--- src/rtl/spinet_master.sv ---
// spinet_master: SPI master pacing WIDTH-bit frames by the node's txready/rxready pins (SPINET_MASTER_POLL_EN adds zero poll frames).
// Latency: frame starts 1 cycle after txr_s/rxr_s is seen; rx_valid rises 1 cycle after the last LOW half-period.
// Backpressure: one-word tx holding register (tx_ready=~tx_full); no frame starts while rx_valid is set.
module spinet_master #(
  parameter int WIDTH  = 16,
  parameter int CLKDIV = 4,
  parameter int GAP    = 8
) (
  input  logic             clk,
  input  logic             rst_n,
  input  logic [WIDTH-1:0] tx_data,
  input  logic             tx_valid,
  output logic             tx_ready,
  output logic [WIDTH-1:0] rx_data,
  output logic             rx_valid,
  input  logic             rx_ready,
  input  logic             node_txready,
  input  logic             node_rxready,
  output logic             SCLK,
  output logic             SS,
  output logic             MOSI,
  input  logic             MISO,
  output logic             busy
);

  localparam int DMAX = (CLKDIV > GAP) ? CLKDIV : GAP;
  localparam int DW   = (DMAX > 1) ? $clog2(DMAX) : 1;
  localparam int BW   = (WIDTH > 1) ? $clog2(WIDTH) : 1;
  localparam logic [DW-1:0]    DIV_LAST = DW'(CLKDIV - 1);
  // GAP state plus the IDLE decision cycle give GAP cycles of SS high.
  localparam logic [DW-1:0]    GAP_LAST = DW'(GAP - 2);
  localparam logic [DW-1:0]    DIV_ONE  = DW'(1);
  localparam logic [BW-1:0]    BIT_LAST = BW'(WIDTH - 1);
  localparam logic [BW-1:0]    BIT_ONE  = BW'(1);
  localparam logic [WIDTH-1:0] FULL_BIT = {1'b1, {(WIDTH-1){1'b0}}};

  typedef enum logic [2:0] {S_IDLE, S_SETUP, S_HIGH, S_LOW, S_GAP} state_t;

  state_t           state, state_nxt;
  logic [DW-1:0]    div;
  logic [BW-1:0]    bitcnt;
  logic [WIDTH-1:0] tx_word, tx_sh, rx_sh;
  logic             tx_full;
  logic             txr_m, txr_s, rxr_m, rxr_s;
  logic             phase_end, start_tx, start_poll, start, poll_go, rx_load;

`ifdef SPINET_MASTER_POLL_EN
  assign poll_go = rxr_s;
`else
  // rxr_s stays referenced so the synchronizer is not flagged as dead logic.
  assign poll_go = 1'b0 & rxr_s;
`endif

  assign start_tx   = (state == S_IDLE) & ~rx_valid & tx_full & txr_s;
  assign start_poll = (state == S_IDLE) & ~rx_valid & ~(tx_full & txr_s) & poll_go;
  assign start      = start_tx | start_poll;
  assign rx_load    = (state == S_LOW) & phase_end & (bitcnt == BIT_LAST) & rx_sh[WIDTH-1];

  always_comb begin
    state_nxt = state;
    phase_end = 1'b0;
    case (state)
      S_IDLE:  if (start) state_nxt = S_SETUP;
      S_SETUP: if (div == DIV_LAST) begin
                 phase_end = 1'b1;
                 state_nxt = S_HIGH;
               end
      S_HIGH:  if (div == DIV_LAST) begin
                 phase_end = 1'b1;
                 state_nxt = S_LOW;
               end
      S_LOW:   if (div == DIV_LAST) begin
                 phase_end = 1'b1;
                 state_nxt = (bitcnt == BIT_LAST) ? S_GAP : S_HIGH;
               end
      S_GAP:   if (div == GAP_LAST) begin
                 phase_end = 1'b1;
                 state_nxt = S_IDLE;
               end
      default: state_nxt = S_IDLE;
    endcase
  end

  always_ff @(posedge clk or negedge rst_n) begin
    if (!rst_n) begin
      txr_m <= 1'b0;
      txr_s <= 1'b0;
      rxr_m <= 1'b0;
      rxr_s <= 1'b0;
    end else begin
      txr_m <= node_txready;
      txr_s <= txr_m;
      rxr_m <= node_rxready;
      rxr_s <= rxr_m;
    end
  end

  always_ff @(posedge clk or negedge rst_n) begin
    if (!rst_n) begin
      state  <= S_IDLE;
      div    <= '0;
      bitcnt <= '0;
      tx_sh  <= '0;
      rx_sh  <= '0;
    end else begin
      state <= state_nxt;
      div   <= ((state == S_IDLE) || phase_end) ? '0 : div + DIV_ONE;
      if (start)
        bitcnt <= '0;
      else if ((state == S_LOW) && phase_end)
        bitcnt <= bitcnt + BIT_ONE;
      // MOSI advances as SCLK falls; MISO is taken on the last HIGH cycle.
      if (start)
        tx_sh <= start_tx ? tx_word : '0;
      else if ((state == S_HIGH) && phase_end)
        tx_sh <= {tx_sh[WIDTH-2:0], 1'b0};
      if ((state == S_HIGH) && phase_end)
        rx_sh <= {rx_sh[WIDTH-2:0], MISO};
    end
  end

  always_ff @(posedge clk or negedge rst_n) begin
    if (!rst_n) begin
      tx_word <= '0;
      tx_full <= 1'b0;
    end else if (tx_valid && !tx_full) begin
      tx_word <= tx_data | FULL_BIT;
      tx_full <= 1'b1;
    end else if (start_tx) begin
      tx_full <= 1'b0;
    end
  end

  always_ff @(posedge clk or negedge rst_n) begin
    if (!rst_n) begin
      rx_data  <= '0;
      rx_valid <= 1'b0;
    end else if (rx_load) begin
      rx_data  <= rx_sh;
      rx_valid <= 1'b1;
    end else if (rx_valid && rx_ready) begin
      rx_valid <= 1'b0;
    end
  end

  assign tx_ready = ~tx_full;
  assign busy     = (state != S_IDLE);
  assign SCLK     = (state == S_HIGH);
  assign SS       = ~((state == S_SETUP) | (state == S_HIGH) | (state == S_LOW));
  assign MOSI     = ~SS & tx_sh[WIDTH-1];

endmodule

--- config.mk ---
export PLATFORM = sky130hd
export DESIGN_NAME = spinet_master
export DESIGN_NICKNAME = d
export VERILOG_FILES = /design/src/rtl/spinet_master.sv
export SDC_FILE = /design/constraint.sdc
export NUM_CORES = 1
export LEC_CHECK = 0
export ABC_AREA = 1
export CORE_AREA = 2 2 93 104
export CTS_BUF_LIST = sky130_fd_sc_hd__clkbuf_2
export CTS_CLUSTER_SIZE = 24
export DETAILED_ROUTE_END_ITERATION = 12
export DIE_AREA = 0 0 95 106
export PLACE_DENSITY_LB_ADDON = 0.1
export SETUP_SLACK_MARGIN = 0.02
export SLEW_MARGIN = 25
export SYNTH_ARGS = -nofsm -noshare
export SYNTH_HDL_FRONTEND = slang
export SYNTH_SLANG_ARGS = --single-unit
--- constraint.sdc ---
create_clock -name clk -period 2.4 [get_ports clk]
set_clock_uncertainty 0.2 [all_clocks]
set_input_delay 0.36 -clock clk [delete_from_list [all_inputs] [get_ports clk]]
set_output_delay 0.36 -clock clk [all_outputs]
set_load 0.02 [all_outputs]
### Word level (Yosys, flattened, before mapping)

Cells that the tools add are included.

| operators by class | value |
|---|---|
| add/sub/neg operators | 2 |
| eq/ne operators | 12 |
| mux-type cells | 19 |
| bitwise gates (word level) | 12 |
| reduce and logical (&&, ||, !) cells | 14 |

Operators by type and width:

| cell | count |
|---|---|
| 16-bit 2-to-1 mux | 2 |
| 3-bit 2-to-1 mux | 7 |
| 3-bit case mux with 5 select lines | 1 |
| 3-bit by 2-bit equality test with 1-bit output, second input constant | 3 |
| 4-bit 2-to-1 mux | 2 |
| 2-bit nonzero test | 4 |
| 1-bit AND | 7 |
| 3-bit equality test, second input constant | 2 |
| 1-bit 2-to-1 mux | 6 |
| 2-bit != test, second input constant | 3 |
| 5-bit AND reduction | 1 |
| 4-bit by 1-bit adder with 4-bit output, second input constant | 1 |
| 4-bit equality test, second input constant | 1 |
| 1-bit logical AND | 4 |
| 2-bit by 1-bit != test with 1-bit output, second input constant | 2 |
| 3-bit by 1-bit adder with 3-bit output, second input constant | 1 |
| 3-bit by 1-bit equality test with 1-bit output, second input constant | 1 |
| 3-bit zero test | 1 |
| 1-bit inverter | 3 |
| 3-bit nonzero test | 1 |
| 3-bit OR reduction | 1 |
| 1-bit bitwise OR | 2 |
| 1-bit case mux with 2 select lines | 1 |
| 1-bit zero test | 1 |
| 1-bit logical OR | 1 |

| word-level totals | value |
|---|---|
| register bits | 78 |
| input bits | 23 |
| output and inout port bits | 22 |

### Logic depth before layout (Yosys ltp)

| logic depth | value |
|---|---|
| depth after elaboration | 7 |
| mapped depth | 8 |
| mapped depth without buffers | 8 |

### Worst setup path before layout

No wires, ideal clock.

| path | value |
|---|---|
| kind | reg-to-reg |
| start | register div[0] |
| end | register tx_sh[10] |
| setup time | 0.068 ns |
| data arrival time | 1.423 ns |
| setup slack | 0.709 ns |
| stages on the path, launching flop included | 7 |
| path buffers | 1 |
| period minus slack after synthesis | 1.691 ns |
| cell sequence | dfrtp_1 -> ha_1 -> ha_1 -> nand4_1 -> clkbuf_1 -> nand3_1 -> nand3_1 |

| between the ends | value |
|---|---|
| longest elaborated chain between the ends | 5 |
| elaborated cells on any way between the ends | 7 |
| those cells by class | eq/ne (2); mux (3); reduce/logical (2) |

Ends and longest elaborated chain:

| what | line | text |
|---|---|---|
| start: declaration | 40 | `logic [DW-1:0] div;` |
| start signal: assignment | 107 | `div <= ((state == S_IDLE) \|\| phase_end) ? '0 : div + DIV_ONE;` |
| 3-bit equality test / 3-bit by 2-bit equality test with 1-bit output (equally long branches) | n/a |  |
| 1-bit 2-to-1 mux (on tied branches) | n/a |  |
| 1-bit case mux with 2 select lines * | 62 | `case (state)` |
| 1-bit logical AND * | 115 | `else if ((state == S_HIGH) && phase_end)` |
| 2-bit nonzero test (no source line) * | n/a |  |
| end signal: assignment | 114 | `tx_sh <= start_tx ? tx_word : '0;` |
| end signal: assignment | 116 | `tx_sh <= {tx_sh[WIDTH-2:0], 1'b0};` |
| end: declaration | 42 | `logic [WIDTH-1:0] tx_word, tx_sh, rx_sh;` |

Every way passes the cells marked *; elsewhere a longest branch is shown, timed or not.
A chain may end at the register's enable or synchronous reset.

### Final worst setup path

| path | value |
|---|---|
| start | register state[2] |
| end | output port MOSI |

| between the ends | value |
|---|---|
| longest elaborated chain between the ends | 4 |
| elaborated cells on any way between the ends | 6 |
| those cells by class | eq/ne (3); bitwise (3) |

Ends and longest elaborated chain:

| what | line | text |
|---|---|---|
| start: declaration | 39 | `state_t state, state_nxt;` |
| start signal: assignment | 106 | `state <= state_nxt;` |
| 3-bit by 1-bit equality test with 1-bit output / 3-bit by 2-bit equality test with 1-bit output (equally long branches) | 149 | `assign SS = ~((state == S_SETUP) \| (state == S_HIGH) \| (state == S_LOW));` |
| 1-bit bitwise OR | 149 |  |
| 1-bit bitwise OR * | 149 |  |
| 1-bit AND * | 150 | `assign MOSI = ~SS & tx_sh[WIDTH-1];` |
| end: declaration | 21 | `output logic MOSI,` |

Marked as above.

==> key figures <==
STA
  • Final setup TNS: 0 ps
  • Worst rel slew slack: 60.7%
  • Fin. Hold Viols: 0
  • Fin crit share: 93.2%
  • Final WS setup: 162 ps
  • Final setup viols: 0
  • RSZ-0062 raised after global routing: no
  • Slew @ Worst Pin: 587 ps
  • Period minus WS final: 2240 ps
  • Max-slew violation count: 0
  • Achievable Freq: 0.447 GHz

Route
  • DR vias/cell: 4.64
  • DR DRC count: 0
  • 1st-iter DRT viols: 136
  • Routed len/inst: 12.0 um
  • Routed Antenna Nets: 0
  • Via count: 2,381
  • Drt first pass iters: 4
  • Final wirelength: 6170 um

Cells and area
  • Final nets: 419
  • Antenna cells: 0
  • Commonest non-fill, non-tap cell in the layout: nand2_1
  • Filler instances: 925
  • Multi-input logic area: 1160 um2
  • Non-filler instance count after layout: 513
  • Layout Utilization: 43.3%
  • FF/Latch Area: 1950 um2
  • Area growth syn-to-layout: 21.5%
  • Fraction of layout cells with a size suffix above 1: 13.6%
  • Most frequent cells in the layout: 127 x nand2_1, 76 x dfrtp_1, 58 x nand3_1, 37 x clkdlybuf4s50_1, 15 x mux2_2

Place
  • Gpl congestion: 0.715
  • DP Wirelength: 4020 um
  • Port bufs: 42
  • Pre-CTS WS: 345 ps
  • Placed cells: 495

Global route
  • Initial antenna violation count: 0
  • Grt ovf: 0
  • Largest net degree at the start of global routing: 46
  • GR Util All Layers: 13.6%
  • Global-route wire length before repair: 10,700 um
  • Vias in the first global route: 2,349

Clock tree
  • Clk slew on worst S/H paths: 200 ps
  • CTS tree: built
  • CTS root buffer: clkbuf_2
  • Worst-Skew Late Latency: 520 ps
  • Deepest clock path buffer count: 2
  • Sink Count: 78
  • H-tree levels: 3
  • CTS buffer count: 9

Critical path
  • Reg2reg start: div[0]$_DFF_PN0_
  • Slowest cell on crit path: dfrtp_1
  • CP max stage delay: 490 ps
  • Worst Setup SP: state[2]$_DFFE_PN0P_
  • Reg2Reg Depth: 7
  • Critical Path Sink: MOSI
  • CP required: 1840 ps
  • Crit. End Element: primary output
  • WP data arrival: 1680 ps
  • Crit path launch type: flip-flop
  • R2R Setup Slk: 480 ps
  • Crit-path cells: inv_2 > nand2_1 > nor2_1 > dlygate4sd2_1
  • Crit path max fanout: 5
  • Critical path class: reg -> out
  • Crit Reg-Reg Endpoint: rx_sh[15]$_DFFE_PN0P_

Logic synthesis
  • Cell variety after synth: 23
  • Yosys reg bits: 78
  • Cells after Synth: 342
  • Ys Warns: 0
  • Avg Cell Area, Syn: 9.51 um2
  • Mapped Area: 3250 um2
  • Net count after synthesis: 369
  • Sequential-to-total area share from yosys stat: 60.0%

Floorplanning
  • Die W: 95 um
  • DIE AREA: 10,100 um2
  • I/O Pins: 45
  • Starting Density: 35.7%
  • Row count: 37
  • Core area: 9120 um2
  • DIE HEIGHT: 106 um

Job
  • Max-cap violation count: 0

Run status
  • Status: complete, no violations

Power
  • Pleak: 0.00201 uW
  • Max VDD drop: 375 uV
  • Power Dens Cells: 940 nW/um2

Hold path
  • Hold depth: 1
  • Worst Hold Class: in -> reg
==> layout make-up <==
cell class                      count  share of cell area (%)
Inverter                           18                    1.71
Sequential cell                    78                    49.4
Multi-Input combinational cell    233                    29.2
Timing Repair Buffer               52                    12.7
Tap cell                          117                    3.70
Clock inverter                      5                    1.90
Clock buffer                       10                    1.27
==> where the power goes <==
group          total [uW]  switching (uW)  internal (uW)
registers            1870             205           1660
logic                1060             599            463
clock network         787             448            339
==> Yosys cell counts, drive strengths merged <==
master / number / area, um2
nor2: 15 / 66.3
clkbuf: 3 / 11.3
o21ai: 4 / 20.0
a21oi: 2 / 10.0
nor3: 2 / 21.3
dfrtp: 78 / 1950
ha: 4 / 50.1
buf: 10 / 66.3
mux2: 15 / 169
nand3: 58 / 290
nand4: 2 / 27.5
inv: 18 / 67.6
nand2: 130 / 495
or2: 1 / 6.26
==> per-layer routing <==
layer / part of all wire, % / track usage (%)
met2: 45 / 20.4
met5: 0 / 0
met4: 2.0 / 6.83
met3: 3.9 / 2.62
met1: 49 / 18.5
==> how the worst min path moves through the flow <==
| stage | startpoint | endpoint | slack, ps |
|---|---|---|---|
| floorplan | rst_n | bitcnt[0]$_DFFE_PN0P_ | -140 |
| global placement | txr_m$_DFF_PN0_ | txr_s$_DFF_PN0_ | 140 |
| detailed placement | rst_n | div[2]$_DFF_PN0_ | 140 |
| CTS | node_txready | txr_m$_DFF_PN0_ | 50 |
| global route | node_txready | txr_m$_DFF_PN0_ | 50 |
| finish | node_txready | txr_m$_DFF_PN0_ | 80 |
==> what timing repair did <==
item | 4_1_cts | 5_1_grt
buffers inserted | 2 | 0
hold buffers | 1 | 0
resized for setup | 6 | 0
hold endpoints to repair | 78 | 0
endpoints found under the setup margin | 4 | 0
==> critical path, delay by kind of cell (launching register included) <==
family                 cells  cell delay, ps
and+or+nand+nor            2             200
DFF                        1             490
buffers and inverters      2             470
==> registers in the layout, indices dropped and copies added (netlist names) <==
signal,count
rx_data,16
rx_valid,1
tx_word,16
txr_s,1
tx_full,1
bitcnt,4
tx_sh,16
div,3
state,3
rx_sh,16
txr_m,1
==> metrics by stage <==
step	cell area, um2	hold slack, ps	power (uW)
floorplan	3250	-136	2640
global placement	3800	140	2940
detailed placement	3800	145	2980
CTS	3950	50.3	3770
global route	3950	51.5	4000
finish	3950	75.0	3720
==> kinds of logic after synthesis <==
| family | Yosys count | synth area share (%) |
|---|---|---|
| mux | 15 | 5.19 |
| flops | 78 | 60.0 |
| simple gates | 208 | 27.9 |
| fa+ha+maj | 4 | 1.54 |
| buf+inv | 31 | 4.46 |
| compound gates | 6 | 0.923 |
No activity file was read; power rests on OpenSTA's default activity.
